$ cat src/rtl/seven_seg_pkg.sv
// Shared constants and helpers for the four-digit seven-segment scan controller.
package seven_seg_pkg;

    localparam int          NUM_DIGITS = 4;
    localparam logic [3:0]  AN_ALL_OFF = 4'b1111;
    localparam logic [3:0]  BCD_MAX    = 4'd9;

    // Active-low one-hot anode pattern for a lit slot.
    function automatic logic [3:0] slot_to_an(input logic [1:0] slot);
        return ~(4'b0001 << slot);
    endfunction

endpackage

$ cat src/rtl/refresh_prescaler.sv
// Free-running divider: counts 0..DIV-1 and asserts tick on the last count.
module refresh_prescaler #(
    parameter int DIV = 100000
) (
    input  logic clk,
    input  logic rst,
    output logic tick
);

    localparam int CW = (DIV > 1) ? $clog2(DIV) : 1;

    logic [CW-1:0] count_q;
    logic [CW-1:0] count_d;

    always_comb begin
        tick    = (count_q == CW'(DIV - 1));
        count_d = tick ? '0 : count_q + CW'(1);
    end

    always_ff @(posedge clk or posedge rst) begin
        if (rst) begin
            count_q <= '0;
        end else begin
            count_q <= count_d;
        end
    end

endmodule

$ cat src/rtl/seven_seg_scanner.sv
// Four-digit scan controller: double-buffered frame, leading-zero / invalid-code
// blanking, per-digit blink, and registered slot outputs updated on each tick.
module seven_seg_scanner
    import seven_seg_pkg::*;
#(
    parameter int REFRESH_DIV  = 100000,
    parameter int BLINK_FRAMES = 125
) (
    input  logic        clk,
    input  logic        reset,
    input  logic [15:0] digits_in,
    input  logic [3:0]  dp_in,
    input  logic [3:0]  blink_in,
    input  logic        lz_blank,
    input  logic        load,
    output logic [3:0]  bcd_out,
    output logic        blank_out,
    output logic        dp_out,
    output logic [3:0]  an,
    output logic        frame_start
);

    localparam int FCW = (BLINK_FRAMES > 1) ? $clog2(BLINK_FRAMES) : 1;

    logic tick;
    logic boundary;

    logic [1:0]     idx_q, idx_d;
    logic [15:0]    pend_digits_q, pend_digits_d;
    logic [3:0]     pend_dp_q, pend_dp_d;
    logic [3:0]     pend_blink_q, pend_blink_d;
    logic           pend_valid_q, pend_valid_d;
    logic [15:0]    act_digits_q, act_digits_d;
    logic [3:0]     act_dp_q, act_dp_d;
    logic [3:0]     act_blink_q, act_blink_d;
    logic [FCW-1:0] frame_cnt_q, frame_cnt_d;
    logic           phase_q, phase_d;
    logic           frame_phase_q, frame_phase_d;
    logic [3:0]     bcd_q, bcd_d;
    logic           blank_q, blank_d;
    logic           dp_q, dp_d;
    logic [3:0]     an_q, an_d;
    logic           frame_start_q, frame_start_d;

    logic [3:0]     nib;
    logic           upper_zero;
    logic           slot_blank;

    refresh_prescaler #(
        .DIV (REFRESH_DIV)
    ) u_prescaler (
        .clk  (clk),
        .rst  (reset),
        .tick (tick)
    );

    assign boundary = tick && (idx_q == 2'd3);

    always_comb begin
        idx_d         = idx_q;
        pend_digits_d = pend_digits_q;
        pend_dp_d     = pend_dp_q;
        pend_blink_d  = pend_blink_q;
        pend_valid_d  = pend_valid_q;
        act_digits_d  = act_digits_q;
        act_dp_d      = act_dp_q;
        act_blink_d   = act_blink_q;
        frame_cnt_d   = frame_cnt_q;
        phase_d       = phase_q;
        frame_phase_d = frame_phase_q;
        bcd_d         = bcd_q;
        blank_d       = blank_q;
        dp_d          = dp_q;
        an_d          = an_q;
        frame_start_d = 1'b0;
        nib           = 4'd0;
        upper_zero    = 1'b1;
        slot_blank    = 1'b0;

        if (load) begin
            pend_digits_d = digits_in;
            pend_dp_d     = dp_in;
            pend_blink_d  = blink_in;
            pend_valid_d  = 1'b1;
        end

        if (tick) begin
            idx_d = idx_q + 2'd1;
        end

        if (boundary) begin
            frame_start_d = 1'b1;
            // The frame now starting blinks with the phase accumulated over the
            // boundaries before it; the counter then advances for the next frame.
            frame_phase_d = phase_q;
            if (frame_cnt_q == FCW'(BLINK_FRAMES - 1)) begin
                frame_cnt_d = '0;
                phase_d     = ~phase_q;
            end else begin
                frame_cnt_d = frame_cnt_q + FCW'(1);
            end
            // Only a load from an earlier cycle moves across; a coincident load
            // keeps pend_valid set and waits for the following boundary.
            if (pend_valid_q) begin
                act_digits_d = pend_digits_q;
                act_dp_d     = pend_dp_q;
                act_blink_d  = pend_blink_q;
                if (!load) begin
                    pend_valid_d = 1'b0;
                end
            end
        end

        if (tick) begin
            nib = act_digits_d[{idx_d, 2'b00} +: 4];
            for (int j = 0; j < NUM_DIGITS; j++) begin
                if (j >= int'(idx_d) && act_digits_d[4*j +: 4] != 4'd0) begin
                    upper_zero = 1'b0;
                end
            end
            slot_blank = (nib > BCD_MAX)
                      || (lz_blank && idx_d != 2'd0 && upper_zero)
                      || (act_blink_d[idx_d] && frame_phase_d);
            bcd_d   = nib;
            blank_d = slot_blank;
            dp_d    = !slot_blank && act_dp_d[idx_d];
            an_d    = slot_blank ? AN_ALL_OFF : slot_to_an(idx_d);
        end
    end

    always_ff @(posedge clk or posedge reset) begin
        if (reset) begin
            idx_q         <= 2'd3;
            pend_digits_q <= '0;
            pend_dp_q     <= '0;
            pend_blink_q  <= '0;
            pend_valid_q  <= 1'b0;
            act_digits_q  <= '0;
            act_dp_q      <= '0;
            act_blink_q   <= '0;
            frame_cnt_q   <= '0;
            phase_q       <= 1'b0;
            frame_phase_q <= 1'b0;
            bcd_q         <= 4'd0;
            blank_q       <= 1'b1;
            dp_q          <= 1'b0;
            an_q          <= AN_ALL_OFF;
            frame_start_q <= 1'b0;
        end else begin
            idx_q         <= idx_d;
            pend_digits_q <= pend_digits_d;
            pend_dp_q     <= pend_dp_d;
            pend_blink_q  <= pend_blink_d;
            pend_valid_q  <= pend_valid_d;
            act_digits_q  <= act_digits_d;
            act_dp_q      <= act_dp_d;
            act_blink_q   <= act_blink_d;
            frame_cnt_q   <= frame_cnt_d;
            phase_q       <= phase_d;
            frame_phase_q <= frame_phase_d;
            bcd_q         <= bcd_d;
            blank_q       <= blank_d;
            dp_q          <= dp_d;
            an_q          <= an_d;
            frame_start_q <= frame_start_d;
        end
    end

    assign bcd_out     = bcd_q;
    assign blank_out   = blank_q;
    assign dp_out      = dp_q;
    assign an          = an_q;
    assign frame_start = frame_start_q;

endmodule

$ cat config.mk
export PLATFORM = sky130hd
export DESIGN_NAME = seven_seg_scanner
export DESIGN_NICKNAME = d
export VERILOG_FILES = /design/src/rtl/seven_seg_pkg.sv /design/src/rtl/refresh_prescaler.sv /design/src/rtl/seven_seg_scanner.sv
export SDC_FILE = /design/constraint.sdc
export NUM_CORES = 1
export LEC_CHECK = 0
export ABC_AREA = 1
export CELL_PAD_IN_SITES_DETAIL_PLACEMENT = 1
export CELL_PAD_IN_SITES_GLOBAL_PLACEMENT = 2
export CORE_MARGIN = 1.5
export CORE_UTILIZATION = 31
export DETAILED_ROUTE_END_ITERATION = 10
export GPL_ROUTABILITY_DRIVEN = 0
export PLACE_DENSITY_LB_ADDON = 0.1
export SLEW_MARGIN = 20
export SYNTH_ARGS = -nofsm -noshare
export SYNTH_HDL_FRONTEND = slang
export SYNTH_SLANG_ARGS = --single-unit
$ cat constraint.sdc
create_clock -name clk -period 2.65 [get_ports clk]
set_input_delay 0.3975 -clock clk [delete_from_list [all_inputs] [get_ports clk]]
set_output_delay 0.3975 -clock clk [all_outputs]
set_load 0.05 [all_outputs]
Word level (Yosys, flattened, before mapping)
Cells that the tools add are included.

Register bits after elaboration: 88. Latch bits: 0. Memory bits (writable): 0. Bits in read-only memories: 0. Bits of input ports: 28. Output and inout bits: 11. Word-level logic and storage cells: 74. Memories: 0.

$add $sub $neg: 3. Multipliers: 0. Divide/modulo/power cells: 0. Magnitude comparators: 5. Equal/unequal tests: 3. Shifts and indexed selects: 2. Mux-type cells: 25. Bitwise gates (word level): 2. Reductions and logical operators: 17.

Operator list (number): 2-to-1 mux 16 bit (2); 2-to-1 mux 4 bit (5); adder 17 x 1 -> 17 bit (second input constant) (1); == test 17 bit (second input constant) (1); 2-to-1 mux 17 bit (1); nonzero test 4 bit (4); variable part select 16 x 5 -> 4 bit (1); 2-to-1 mux 1 bit (13); logical AND 1 bit (8); adder 7 x 1 -> 7 bit (second input constant) (1); == test 7 bit (second input constant) (1); 2-to-1 mux 7 bit (1); binary-select mux 1 bit (select 2 bit) (2); greater-or-equal comparator 1 x 2 -> 1 bit (first input constant) (2); > comparator 4 bit (second input constant) (1); inverter 4 bit (1); << shifter 1 x 2 -> 4 bit (first input constant) (1); less-than comparator 2 x 3 -> 1 bit (second input constant) (1); adder 2 x 1 -> 2 bit (second input constant) (1); == test 2 bit (second input constant) (1); greater-or-equal comparator 2 bit (first input constant) (1); logical OR 1 bit (2); 2-to-1 mux 2 bit (1); AND reduction 2 bit (1); 3 further kinds (3).

Longest topological paths before layout
Gate-level depths: netlist (run 1).

Depth after elaboration: 15. Mapped depth: 17. Gate-level depth less buffers: 17.

By module
Synthesis (run 1) repeated with hierarchy kept, for this count alone.

Cells, all modules: 518. Area total of the unflattened synthesis: 4175.3 sq um.

By module, submodules not included: seven_seg_scanner (instances 1, cells an instance 374, area each 3198.1 sq um); refresh_prescaler (instances 1, cells an instance 144, area each 977.2 sq um).

Worst setup path after synthesis (run 1)
Ideal clock, no wire load.

Path kind: flip-flop to flip-flop. Start point: reg u_prescaler.count_q[0]. End point: reg an_q[1], in the netlist an[1]. Library setup time: 78 ps. Arrival time: 1920 ps. Data required time: 2572 ps. Slack: 652 ps. Cell stages (with the launch flop): 18. Path buffers: 1. Period minus slack after synthesis: 1998 ps. Cells stage by stage: dfrtp_1 > ha_1 > nand2_2 > nor2_4 > nand3_4 > nor2_8 > nand3_4 > buf_6 > nand2_2 > nand2_2 > nand2_1 > nand2_1 > nor2_1 > nand2_1 > nand2_2 > nand3_2 > nand2_4 > nand2_2.

Cells in the longest elaborated chain, start to end: 14.

Ends and longest elaborated chain: from (decl) (RTL line refresh_prescaler.sv:12) `logic [CW-1:0] count_q;`; from (signal assigned) (RTL line refresh_prescaler.sv:24) `count_q <= count_d;`; == test 17 bit (*) (RTL line refresh_prescaler.sv:16) `tick = (count_q == CW'(DIV - 1));`; logical AND 1 bit (*) (RTL line seven_seg_scanner.sv:57) `assign boundary = tick && (idx_q == 2'd3);`; 2-to-1 mux 16 bit (*) (RTL line seven_seg_scanner.sv:91) `if (boundary) begin`; net act_digits_d[2] (RTL line seven_seg_scanner.sv:33) `logic [15:0] act_digits_q, act_digits_d;`; branches (longest 8 deep; another with > comparator 4 bit); logical OR 1 bit (*) (RTL line seven_seg_scanner.sv:122) `|| (lz_blank && idx_d != 2'd0 && upper_zero)`; logical OR 1 bit (*) (RTL line seven_seg_scanner.sv:123) `|| (act_blink_d[idx_d] && frame_phase_d);`; 2-to-1 mux 4 bit (*) (RTL line seven_seg_scanner.sv:127) `an_d = slot_blank ? AN_ALL_OFF : slot_to_an(idx_d);`; to (signal assigned) (RTL line seven_seg_scanner.sv:164) `an_q <= an_d;`; to (decl) (RTL line seven_seg_scanner.sv:42) `logic [3:0] an_q, an_d;`.

Mark *: on every way through the listed nets, which the timed path passes. The select of a mux whose other input is x is not followed. A chain may end at the register's enable or synchronous reset.

Worst setup path in the final report (run 1)
Start point: reg u_prescaler.count_q[0]. End point: reg an_q[0], in the netlist an[0].

Cells in the longest elaborated chain, start to end: 14.

Ends and longest elaborated chain (RTL line): == test 17 bit (*) (refresh_prescaler.sv:16); branches (longest 13 deep; another with > comparator 4 bit).

Every way passes the cells marked *. The select of a mux whose other input is x is not followed.

==> impl_results.md, run 1 <==
* Data required, critical path at 2.93 ns
* Initial drt markers at around 180
* Fin util at 39.01%
* DP Wirelength at about 9.5 mm
* Antenna diodes at 0
* Arrival @ worst endpoint at approximately 2.6 ns
* Clock Sinks at 88
* Root Driver: clkbuf_16
* Nets at between 600 and 700
* CTS buffer count at 9
* Area leader, netlist: dfrtp_1
* Slowest CP cell: dfrtp_1
* IR drop worst, VDD at around 0.3 mV
* Post-route setup TNS at 0 ns
* Post-route non-filler standard cell count at roughly 790
* Final setup vio count at 0
* Cell Pwr Density at between 500 and 600 mW/mm2
* Max-Slew Margin vs Limit at between 50% and 60%
* Total Power at between 2 and 3 mW
* EDFF count, synth at 0
* Post-synth top flop: dfrtp_1
* CTS tree: yes
* Vias in the first global route at between 3000 and 4000
* CP Buf/Inv Count at 1
* Placed Cells at slightly below 800
* Final hold vios at 0
* WL per Instance at about 16 um
* Die ar. at 0.01517 mm2
* Initial Util at about a third
* Clock-pin transition on the worst setup and hold timing paths at ~0.06 ns
* Critical path class: reg2reg
* Site Rows at 43
* Tcrit/Tclk final at a little under 90%
* CP Max Fanout at 5
* Fin crit period at 2.309 ns
* R2R Path Start: u_prescaler.count_q[0]
* Post-CTS Setup Bufs at 0
* Asr flop ratio synth at 100.0%
* Slew Limit Fails at 0
* Worst min path class: reg2reg
* Total vias in the final route at approximately 3800
* Layout cell share with drive strength beyond 1 at around 14%
* H-Tree Depth at 3
* Core Region at 0.01399 mm2
* RSZ-0062 raised after global routing: no
* Die Span Y at 123.2 um
* Clk_lat worst skew at between 0.3 and 0.4 ns
* Maxcap violations at 0
* Least-Margin Pin Slew at around 0.74 ns
* Syn. warnings at 0
* DRC at 0
* Leak at around 2.7 nW
* Post-DRT Antenna Nets at 0
* Critical Path Max Stage Delay at 0.38 ns
* Worst R2R Setup Slack at between 0.3 and 0.4 ns
* DRT Pass-1 Iters at 4
* Synth top cells by count: 201 x nand2_1, 81 x dfrtp_1, 49 x inv_1, 39 x o21ai_0, 36 x nor2_1
* Worst path depth at 16
* Io pins at 39
* Crit path max-delay family: simple AND/OR/NAND/NOR gates
* CP Capture Type: register
* Syn Nets at 594
* Status: finished, final reports clean
* Via density at around 4.8
* Clock Tree Buf Depth at 2
* Netlist cell types at 37
* Dominant cells by area after synthesis: dfrtp_1 45%, nand2_1 17%, o21ai_0 4.4%
* Sequential-to-total area share from yosys stat at approximately 49%
* CP Launch Type: register
* Setup ws final at 0.3410 ns
* Most numerous cell in the Yosys netlist: nand2_1
* Seq cells post-synth at 88
* Critical path launch point: u_prescaler.count_q[0]
* Setup Skew at between 0.005 and 0.006 ns
* Worst Setup EP: an[0]
* Reg2reg path depth at 16
* Final global-route overflow total at 0
* Synthesized area per cell at 7.966 um2
* FF-to-FF End: an[0]
* Max Freq at between 0.4 and 0.5 GHz
* Crit-path cells: ha_1 -> nand3_1 -> nor2_1 -> nand3_2 -> nand2_1 -> nand2_2 -> nand2_2 -> inv_1 -> nand2_1 -> nand2_1 -> nor2_1 -> nand2_1 -> nand2_2 -> nand3_2 -> nand2_4 -> nand2_2
* Yosys top cell area share at 45.28%
* Post-Syn Instances at between 500 and 600
* Initial antenna violation count at 0
* Layout area overhead at 21.88%
* Final wirelength at between 10 and 15 mm
* First-pass GRT wire length at 20.99 mm
* Place WS at about 0.28 ns
* Largest net degree at the start of global routing at 29
* GR Util All Layers at 18.44%
* Cell area after synthesis at 0.004477 mm2
* Die width at 123.2 um
* Buffers on Ports at 38
[worst min path at each step]
stage	depth (start not counted)	from	endpoint
finish	1	u_prescaler.count_q[0]	u_prescaler.count_q[0]
global route	1	u_prescaler.count_q[0]	u_prescaler.count_q[0]
CTS	1	u_prescaler.count_q[0]	u_prescaler.count_q[0]
detailed placement	1	u_prescaler.count_q[0]	u_prescaler.count_q[0]
global placement	1	u_prescaler.count_q[0]	u_prescaler.count_q[0]
floorplan	1	u_prescaler.count_q[0]	u_prescaler.count_q[0]
[layout by cell type (no fill, tap or decap), drive strengths merged]
cell           instances
o21ai                 44
ha                     4
clkdlybuf4s50         38
clkinv                 2
a41oi                  1
inv                   56
nor2                  46
bufinv                 1
dfrtp                 81
nand3                 22
a21oi                 12
xor2                   4
nor3                   6
nand4                 20
o22ai                  3
mux2i                  3
xnor2                  1
nand2                224
clkinvlp               1
nor4                   3
o221a                  1
clkbuf                14
buf                   16
a211oi                 3
a31oi                  1
dfstp                  7
[sequential cells by signal, summed over array words and instances, names as in the netlist]
signal,flops
act_blink_q,4
act_digits_q,16
act_dp_q,4
an,4
bcd_out,4
blank_out,1
dp_out,1
frame_cnt_q,7
frame_phase_q,1
frame_start,1
idx_q,2
pend_blink_q,4
pend_digits_q,16
pend_dp_q,4
pend_valid_q,1
phase_q,1
u_prescaler.count_q,17
[stage by stage]
| step | hold slack (ns) | area (um2) |
|---|---|---|
| after floorplan | 0.4329 | 4481 |
| after global placement | 0.4448 | 5137 |
| after detailed placement | 0.4616 | 5137 |
| after CTS | 0.4702 | 5456 |
| after global routing | 0.4977 | 5456 |
| final | 0.4697 | 5456 |
[what timing repair did]
item | 4_1_cts | 5_1_grt
resized for setup | 0 | 1
hold buffers | 0 | 0
setup endpoints to repair | 0 | 1
[layout make-up]
cell class | instances | area (um2)
clock inverters | 2 | 35.03
multi-input cells | 398 | 1954
well taps | 180 | 225.2
inverters | 58 | 221.5
clock buffers | 14 | 284.0
flip-flops and latches | 88 | 2211
fillers | 1729 | 8532
repair buffers | 54 | 525.5
[cell families (layout without fill, tap and decap cells)]
logic type | after synthesis | after routing | share of synthesized area, %
DFF | 88 | 88 | 49.39
muxes | 3 | 3 | 0.6708
AOI/OAI and AO/OA | 65 | 65 | 7.938
xor gates and xnor gates | 5 | 5 | 0.9782
buffers and inverters | 76 | 128 | 6.959
adders and majority gates | 4 | 4 | 1.118
and+or+nand+nor | 321 | 321 | 32.95
[where the power goes]
group          internal (mW)  total, mW  switching (mW)  leakage, nW
sequential              1.38       1.39          0.0125         1.14
combinational         0.0639      0.144          0.0804         1.40
clock                  0.833       1.37           0.534        0.159
[per-layer routing]
| metal | share of wire (%) | GRT usage, % | wire (um) |
|---|---|---|---|
| met1 | 47 | 23.95 | 5920 |
| met3 | 3.8 | 4.889 | 479 |
| met2 | 48 | 30.76 | 6090 |
| met4 | 0.91 | 4.239 | 115 |
| met5 | 0 | 0 | 0 |
No activity file was read; power rests on OpenSTA's default activity.
==> run 2, diff against run 1 <==
- CORE_MARGIN: 1.5 -> default
==> impl_results.md, run 2 (synthesis gave the netlist of run 1 again) <==
* Share of power burned in registers at 50.0% (was 47.9%)
* Filler Cell Count at 1721 (was 1729)
* Final wirelength at 12.39 mm (was 12.61 mm)
* H-Tree Depth at 3 (unchanged)
* Largest net degree at the start of global routing at 39 (was 29)
* Status: finished, final reports clean (unchanged)
* Worst min path class: in2async (was reg2reg)
* Layout cell share with drive strength beyond 1 at 14.33% (was 14.50%)
* Initial antenna violation count at 0 (unchanged)
* DRT Pass-1 Iters at 4 (unchanged)
* Maxcap violations at 0 (unchanged)
* Critical Path Max Stage Delay at 0.38 ns (about the same)
* Vias in the first global route at 3979 (was 3981)
* Max-Slew Margin vs Limit at 62.28% (was 50.62%)
* Least-Margin Pin Slew at 0.5607 ns (was 0.7391 ns)
* Die width at 122.2 um (was 123.2 um)
* GR Util All Layers at 18.88% (was 18.44%)
* Via density at 4.771 (was 4.798)
* Fin crit period at 2.343 ns (was 2.309 ns)
* Busiest grt layer: met2 (unchanged)
* Post-DRT Antenna Nets at 0 (unchanged)
* Total vias in the final route at 3788 (was 3810)
* Core Region at 0.01399 mm2 (unchanged)
* CTS tree: yes (unchanged)
* Slowest CP cell: dfrtp_1 (unchanged)
* Most common cell after layout, fill and taps aside: nand2_1 (unchanged)
* Max Freq at 0.4269 GHz (was 0.4331 GHz)
* DP Wirelength at 9.308 mm (was 9.520 mm)
* Largest regs: u_prescaler.count_q: 17 flops, act_digits_q: 16 flops, pend_digits_q: 16 flops (unchanged)
* Final hold vios at 0 (unchanged)
* Arrival @ worst endpoint at 2.62 ns (was 2.59 ns)
* Largest register by flop count: u_prescaler.count_q (unchanged)
* Data required, critical path at 2.93 ns (about the same)
* Crit-path cells: ha_1 -> nand3_1 -> nor2_1 -> nand3_2 -> nand2_1 -> nand2_2 -> nor2_4 -> nand3_1 -> nand2_1 -> nor2_1 -> nand2_2 -> nand3_2 -> nand2_4 -> nand2_2 (was ha_1 -> nand3_1 -> nor2_1 -> nand3_2 -> nand2_1 -> nand2_2 -> nand2_2 -> inv_1 -> nand2_1 -> nand2_1 -> nor2_1 -> nand2_1 -> nand2_2 -> nand3_2 -> nand2_4 -> nand2_2)
* CP Max Fanout at 7 (was 5)
* Clock Tree Buf Depth at 2 (unchanged)
* Clk_lat worst skew at 0.35 ns (about the same)
* CP Capture Type: register (unchanged)
* GRT met3 Usage at 4.822% (was 4.889%)
* Most frequent cells in the layout: 201 x nand2_1, 81 x dfrtp_1, 48 x inv_1 (unchanged)
* Site Rows at 43 (unchanged)
* Antenna diodes at 0 (unchanged)
* Initial Util at 32.00% (unchanged)
* Final global-route overflow total at 0 (unchanged)
* Clock-pin transition on the worst setup and hold timing paths at 0.07 ns (was 0.06 ns)
* Cell Pwr Density at 509.7 mW/mm2 (was 531.4 mW/mm2)
* CTS Hold Bufs at 0 (unchanged)
* Initial drt markers at 172 (was 182)
* Root Driver: clkbuf_16 (unchanged)
* Post_cts resized at 0 (unchanged)
* Io pins at 39 (unchanged)
* RSZ-0062 raised after global routing: no (unchanged)
* Place WS at 0.1844 ns (was 0.2799 ns)
* WL per Instance at 15.61 um (was 15.88 um)
* Met2 usage at 30.19% (was 30.76%)
* Buffers on Ports at 38 (unchanged)
* Psw at 623.8 uW (was 626.4 uW)
* CTS buffer count at 9 (unchanged)
* Clock Sinks at 88 (unchanged)
* IR drop worst, VDD at 0.2985 mV (was 0.3033 mV)
* Combinational fraction of design power at 5.2% (was 5.0%)
* Setup ws final at 0.3074 ns (was 0.3410 ns)
* Power Internal at 2.154 mW (was 2.273 mW)
* Die ar. at 0.01493 mm2 (was 0.01517 mm2)
* Leak at 2.683 nW (was 2.694 nW)
* Die Span Y at 122.2 um (was 123.2 um)
* Critical path class: reg2reg (unchanged)
* Tcrit/Tclk final at 88.40% (was 87.13%)
* Met1 usage at 25.32% (was 23.95%)
* Final setup vio count at 0 (unchanged)
* Clk pwr share at 44.8% (was 47.1%)
* Post-route setup TNS at 0 ns (unchanged)
* DRC at 0 (unchanged)
* Setup Skew at 0.005890 ns (was 0.005835 ns)
* Slew Limit Fails at 0 (unchanged)
* Layout area overhead at 21.72% (was 21.88%)
* CP Launch Type: register (unchanged)
* First-pass GRT wire length at 21.02 mm (was 20.99 mm)
* Nets at 641 (unchanged)
* Switch share at 22.46% (was 21.60%)
* Most used cell along the critical path: nand2_2
* Max reg flops at 17 (unchanged)
[run 2: cell count changes in the layout (fill, tap and decap cells not counted), sizes merged]
cell / previous run / this run
clkinvlp: 1 / 2
bufinv: 1 / 0
[run 2: metal layers]
layer	share of wire, %	vias to the layer above	routed length, um
li1	-	1890	-
met1	49	1855	6037
met2	48	33	5935
met3	2.7	10	332
met4	0.70	0	87
met5	0	-	0
[run 2: power by group through the flow]
stage,Sequential (mW),Clock [mW],Combinational [mW]
global route,1.39,1.36,0.170
CTS,1.39,1.30,0.151
finish,1.39,1.24,0.144
global placement,1.41,0,0.147
floorplan,1.41,0,0.0752
detailed placement,1.41,0,0.150
[run 2: final cells by class]
| cell class | instances | area, um2 | area share (%) |
|---|---|---|---|
| flip-flops and latches | 88 | 2211 | 40.57 |
| multi-input cells | 398 | 1954 | 35.87 |
| repair buffers | 54 | 550.5 | 10.10 |
| clock buffers | 14 | 274.0 | 5.029 |
| well taps | 180 | 225.2 | 4.133 |
| inverters | 58 | 221.5 | 4.064 |
| clock inverters | 2 | 12.51 | 0.2296 |
[run 2: final timing paths]
path / startpoint / endpoint / slack [ns] / cells past startpoint
setup / recovery: u_prescaler.count_q[0] / an[3] / 0.31 / 14
hold / removal: reset / u_prescaler.count_q[0] / 0.45 / 2
setup reg to reg: u_prescaler.count_q[0] / an[3] / 0.31 / 14
hold reg to reg: phase_q / phase_q / 0.47 / 1
max in group asynchronous: reset / an[2] / 1.60 / 3
min in group clk: phase_q / phase_q / 0.47 / 1
[run 2: per-stage QoR]
stage / area, um2 / utilization, % / cells / hold slack [ns] / power (mW)
2_1_floorplan: 4481 / - / 562 / 0.4329 / 1.485
3_3_place_gp: 5127 / 36.65 / 775 / 0.4444 / 1.560
3_5_place_dp: 5127 / 36.65 / 775 / 0.4595 / 1.564
4_1_cts: 5414 / 38.70 / 791 / 0.4527 / 2.840
5_1_grt: 5449 / 38.95 / 794 / 0.4972 / 2.922
6_report: 5449 / 38.95 / 794 / 0.4490 / 2.777
[run 2: what timing repair did]
| item | CTS | global route |
|---|---|---|
| endpoints found under the setup margin | 0 | 6 |
| hold endpoints to repair | 0 | 0 |
| setup buffers | 0 | 3 |
[run 2: worst max-delay path, delay by kind of cell, from the launching register on]
family	cells	cell delay, ns
adders and majority gates	1	0.24
DFF	1	0.38
and+or+nand+nor	13	1.65
